File: src/rtl/key_router_n.sv
`default_nettype none
// ---- key_router_n : sync/debounce UP+MODE keys, route UP pulses (with auto-repeat) to mode ----
// ---- rev 1.0                                                                                ----
module key_router_n #(
  parameter int N_MODES       = 5,
  parameter int MODE_W        = 3,
  parameter int DEB_CYCLES    = 4,
  parameter int REPEAT_DELAY  = 16,
  parameter int REPEAT_PERIOD = 4
) (
  input  logic               clk,
  input  logic               rst,
  input  logic               i_key_up,
  input  logic               i_key_mode,
  input  logic               i_on_off,
  output logic [N_MODES-1:0] o_up,
  output logic [N_MODES-1:0] o_select,
  output logic [MODE_W-1:0]  o_mode,
  output logic               o_active
);

  localparam int C_DW   = $clog2(DEB_CYCLES + 1);
  localparam int C_HMAX = (REPEAT_DELAY > REPEAT_PERIOD) ? REPEAT_DELAY : REPEAT_PERIOD;
  localparam int C_HW   = $clog2(C_HMAX + 1);

  typedef enum logic [1:0] {S_IDLE = 2'd0, S_HOLD = 2'd1, S_RPT = 2'd2} state_t;

  // Bit 0 carries the UP key, bit 1 the MODE key.
  logic [1:0]      w_raw;
  logic [1:0]      r_s1, r_s2, r_deb, r_deb_d;
  logic [C_DW-1:0] r_dcnt [2];
  logic            r_on_s1, r_on_s2;

  state_t              r_state, w_state_nxt;
  logic [C_HW-1:0]     r_hcnt, w_hcnt_nxt;
  logic [MODE_W-1:0]   r_mode, w_mode_nxt;
  logic [N_MODES-1:0]  r_up, w_up_nxt, r_sel, w_sel_nxt;
  logic                w_en, w_up_press, w_mode_press, w_fire;

  assign w_raw = {i_key_mode, i_key_up};

  always_ff @(posedge clk or posedge rst) begin
    if (rst) begin
      r_on_s1 <= 1'b0;
      r_on_s2 <= 1'b0;
      r_s1    <= '0;
      r_s2    <= '0;
      r_deb   <= '0;
      r_deb_d <= '0;
      for (int i = 0; i < 2; i++) r_dcnt[i] <= '0;
    end else begin
      r_on_s1 <= i_on_off;
      r_on_s2 <= r_on_s1;
      r_s1    <= w_raw;
      r_s2    <= r_s1;
      r_deb_d <= r_deb;
      for (int i = 0; i < 2; i++) begin
        if (r_s2[i] != r_deb[i]) begin
          if (r_dcnt[i] == C_DW'(DEB_CYCLES - 1)) begin
            r_deb[i]  <= r_s2[i];
            r_dcnt[i] <= '0;
          end else begin
            r_dcnt[i] <= r_dcnt[i] + C_DW'(1);
          end
        end else begin
          r_dcnt[i] <= '0;
        end
      end
    end
  end

  // Outputs are all registered off the value 'active' takes at this edge, so they move with it.
  assign w_en         = r_on_s1;
  assign w_up_press   = r_deb[0] & ~r_deb_d[0];
  assign w_mode_press = w_en & r_deb[1] & ~r_deb_d[1];

  always_comb begin
    w_state_nxt = r_state;
    w_hcnt_nxt  = r_hcnt;
    w_fire      = 1'b0;
    if (!w_en) begin
      w_state_nxt = S_IDLE;
    end else if (w_up_press) begin
      w_fire      = 1'b1;
      w_hcnt_nxt  = '0;
      w_state_nxt = (w_mode_press || REPEAT_DELAY == 0) ? S_IDLE : S_HOLD;
    end else if (w_mode_press || !r_deb[0]) begin
      // Only a fresh debounced press can leave idle, so idle doubles as "repeat cancelled".
      w_state_nxt = S_IDLE;
    end else begin
      case (r_state)
        S_HOLD: begin
          if (r_hcnt == C_HW'(REPEAT_DELAY - 1)) begin
            w_fire      = 1'b1;
            w_hcnt_nxt  = '0;
            w_state_nxt = S_RPT;
          end else begin
            w_hcnt_nxt = r_hcnt + C_HW'(1);
          end
        end
        S_RPT: begin
          if (r_hcnt == C_HW'(REPEAT_PERIOD - 1)) begin
            w_fire     = 1'b1;
            w_hcnt_nxt = '0;
          end else begin
            w_hcnt_nxt = r_hcnt + C_HW'(1);
          end
        end
        default: w_state_nxt = S_IDLE;
      endcase
    end

    if (!w_en)             w_mode_nxt = '0;
    else if (w_mode_press) w_mode_nxt = (r_mode == MODE_W'(N_MODES - 1)) ? '0 : r_mode + MODE_W'(1);
    else                   w_mode_nxt = r_mode;

    w_sel_nxt = w_en   ? (N_MODES'(1) << w_mode_nxt) : '0;
    w_up_nxt  = w_fire ? (N_MODES'(1) << r_mode)     : '0;
  end

  always_ff @(posedge clk or posedge rst) begin
    if (rst) begin
      r_state <= S_IDLE;
      r_hcnt  <= '0;
      r_mode  <= '0;
      r_sel   <= '0;
      r_up    <= '0;
    end else begin
      r_state <= w_state_nxt;
      r_hcnt  <= w_hcnt_nxt;
      r_mode  <= w_mode_nxt;
      r_sel   <= w_sel_nxt;
      r_up    <= w_up_nxt;
    end
  end

  assign o_up     = r_up;
  assign o_select = r_sel;
  assign o_mode   = r_mode;
  assign o_active = r_on_s2;

endmodule
`default_nettype wire

File: config.mk
export PLATFORM = sky130hd
export DESIGN_NAME = key_router_n
export DESIGN_NICKNAME = d
export VERILOG_FILES = /design/src/rtl/key_router_n.sv
export SDC_FILE = /design/constraint.sdc
export NUM_CORES = 1
export LEC_CHECK = 0
export CORE_MARGIN = 1
export CORE_UTILIZATION = 55
export CTS_CLUSTER_DIAMETER = 80
export DETAILED_ROUTE_END_ITERATION = 6
export GPL_ROUTABILITY_DRIVEN = 0
export GPL_TIMING_DRIVEN = 1
export PLACE_DENSITY = 0.88
export SKIP_LAST_GASP = 1
export SLEW_MARGIN = 5
export SYNTH_ARGS = -nofsm -noshare
export SYNTH_HDL_FRONTEND = slang
export SYNTH_SLANG_ARGS = --single-unit
File: constraint.sdc
create_clock -name clk -period 3.65 [get_ports clk]
set_clock_uncertainty 0.2 [all_clocks]
set_input_delay 1.095 -clock clk [delete_from_list [all_inputs] [get_ports clk]]
set_output_delay 1.095 -clock clk [all_outputs]
set_load 0.05 [all_outputs]
==> results.ini <==
[clocking]
holdBufCountCts=0
cts_tree=done
cts-htree-levels=2
clock_input_transition_at_the_sequential_cells_of_the_worst_setup_and_hold_paths_ns=0.11
clock-root-buffer=sky130_fd_sc_hd__clkbuf_4
cts_repair_resize_count=0
clock_latency_ns=0.33
bufs_on_longest_clock_path=2
cts-buffers-inserted=5
post-cts-setup-buffers=0
number_of_clock_sinks=36

[critical_path]
crit_arrival_ns=1.63
timing_startpoint_of_the_critical_path=o_mode[2]
regToRegSetupSlack_ns=1.45
timing.critical_path.fanout_max=6
path_delay_family=buffers and inverters
setup.worst_path.start_class=flip-flop
worst-path-stages=1
r2r-end=r_hcnt[0]
worstRegToRegCells=8
worstPathCellList=clkdlybuf4s50_1
cp_slowest_stage_delay_ns=0.85
critical_path.n_buffers_inverters=1
crit_required_ns=2.35
crit_path_top_delay_cell=sky130_fd_sc_hd__clkdlybuf4s50_1
end_kind=primary output
crit_type=flip-flop to primary output
critical_path.reg2reg.startpoint=r_hcnt[0]

[die]
floorplan.core_area_um2=2780
start_util_pct=58.5
die_area_um2=3180
io_pins=19
chipWidth_um=56.4
std_cell_rows=19
die_y_um=56.4

[route]
drt_first_pass_iters=4
wirelength_per_cell_um=14.6
vias=998
drcViolationCount=0
final_antenna_net_count=0
drt_iter0_markers=34
totalWireLength_mm=2.67
avgViaCountPerCell=5.45

[synthesis]
synth_seq_area_share_pct=55.4
ys_warn_count=0
number_of_enable_flip_flop_cells_after_synthesis=0
synth-seq-cells=36
netlist_area_um2=1630
synth_fp_nets=144
synth-main-ff-cell=sky130_fd_sc_hd__dfrtp_1
synth-async-reset-ratio_pct=100
synthesis.instances=127
synth_cell_type_count=38
avgSynthCellArea_um2=12.8

[timing]
worst_margin_pin_slew_ns=0.532
hold_viol_final=0
post-route-period-util_pct=80.3
fin_crit_ns=2.93
slew_headroom_pct=64.5
max_freq_mhz=341
timing_max_transition_violations_final=0
totalNegativeSetupSlack_ns=0
setup_violations_final=0
worst_case_setup_margin_in_the_final_layout_ns=0.720
hold_ws_ns=0.170
setup_repair_after_global_routing_missed_its_margin=no

[placed_design]
detailedPlace.worstSlack_ns=1.10
dp.final_hpwl_mm=2.01
placed_area_um2=1830
buffer_ports.inserted=18
dp_cells=175

[power_and_ir_drop]
net_switching_share_of_the_total_power_pct=35.7
total_power_mw=1.27
internal-power_mw=0.819
sequential_power_share_pct=44.2
max_rail_drop_vdd_uv=476
power.net_switching_mw=0.455
power_density_nw_per_um2=665
power_frac_clock_pct=21.3
power_frac_comb_pct=34.5
power.leakage_nw=0.900

[layout]
insertedDiodeCount=0
design.final.nets=168
layout-drive-gt1-share_pct=13.8
final_design_area_no_fill_um2=1910
areaGrowthSynthToFinish_pct=17.7
fin_cells=183
most-common-layout-cells=36 x sky130_fd_sc_hd__dfrtp_1, 18 x sky130_fd_sc_hd__clkdlybuf4s50_1, 12 x sky130_fd_sc_hd__ha_1
utilization_pct=68.8
layout.cells.most_common=sky130_fd_sc_hd__dfrtp_1

[worst_hold_path]
min_delay_path_depth=0
timing.hold.worst_endpoint=r_s2[0]
worst_hold_path_type=flip-flop to flip-flop
min-delay-start=r_s1[0]

[global_route]
globalRoute.totalOverflow=0
vias_in_the_first_global_route=1063
number_of_antenna_violations_at_the_first_check_in_global_routing=0
grt_pass1_wl_mm=4.49
grt_max_degree=37
grt_use_total_pct=19.1

[job]
maxCapViolations=0

[run_status]
run_status=finished, final reports clean

## flip-flops by register name (all words and copies together), names as in the netlist
name and flops:
o_active 1, o_mode 3, o_select 5, o_up 5
r_dcnt 6, r_deb 2, r_deb_d 2, r_hcnt 5
r_on_s1 1, r_s1 2, r_s2 2, r_state 2
## metal layers
metal	GRT usage (%)	vias to the layer above	part of all wire (%)
met3	5.07	6	2.9
met4	10.1	0	1.7
li1	-	490	-
met2	33.0	14	52
met5	0	-	0
met1	21.6	488	43
## worst max path at each step
stage / end / slack [ns]
floorplan: o_active / 1.55
global placement: o_mode[2] / 1.12
detailed placement: o_mode[2] / 1.10
CTS: o_mode[2] / 0.72
global route: o_mode[2] / 0.68
finish: o_mode[2] / 0.72
## synthesized netlist by cell type (2+ instances only)
cell type                   count  share of area, %
sky130_fd_sc_hd__nor3_1         4               1.2
sky130_fd_sc_hd__nor2b_1        5               1.9
sky130_fd_sc_hd__ha_1          12               9.2
sky130_fd_sc_hd__a21oi_1        3              0.92
sky130_fd_sc_hd__inv_1          9               2.1
sky130_fd_sc_hd__mux2i_1        3               1.8
sky130_fd_sc_hd__xnor2_1        2               1.1
sky130_fd_sc_hd__a22o_1         3               1.6
sky130_fd_sc_hd__mux2_2         2               1.4
sky130_fd_sc_hd__and2_1         3               1.2
sky130_fd_sc_hd__and2b_1        3               1.4
sky130_fd_sc_hd__nand2_1        4              0.92
sky130_fd_sc_hd__nor3b_1        5               2.3
sky130_fd_sc_hd__nor4_1         2              0.77
sky130_fd_sc_hd__and3_1         4               1.5
sky130_fd_sc_hd__nor2_1         3              0.69
sky130_fd_sc_hd__o2111ai_1      2               1.1
sky130_fd_sc_hd__dfrtp_1       36                55
sky130_fd_sc_hd__nand3_1        3              0.92
## cell families (layout without fill, tap and decap cells)
logic type	after synthesis	count (layout)	synth area share, %
XOR/XNOR	2	2	1.08
AO/OA/AOI/OAI	15	15	7.69
flip-flops	36	36	55.4
buffers and inverters	12	37	3.46
adder cells (fa/ha/maj)	12	12	9.23
AND/OR/NAND/NOR	44	44	19.0
multiplexers	6	6	4.15
## cell type report
| class | count | area [µm²] |
|---|---|---|
| fillers | 214 | 867 |
| flip-flops and latches | 36 | 901 |
| repair buffers | 19 | 188 |
| multi-input cells | 79 | 669 |
| inverters | 10 | 37.5 |
| clock inverters | 3 | 42.5 |
| clock buffers | 5 | 37.5 |
| well taps | 31 | 38.8 |
## power by group through the flow
stage	logic [mW]	clock network [mW]	registers, mW
2_1_floorplan	0.287	0	0.617
3_3_place_gp	0.421	0	0.561
3_5_place_dp	0.441	0	0.572
4_1_cts	0.446	0.279	0.564
5_1_grt	0.475	0.296	0.577
6_report	0.439	0.272	0.563
No activity file was read; power rests on OpenSTA's default activity.
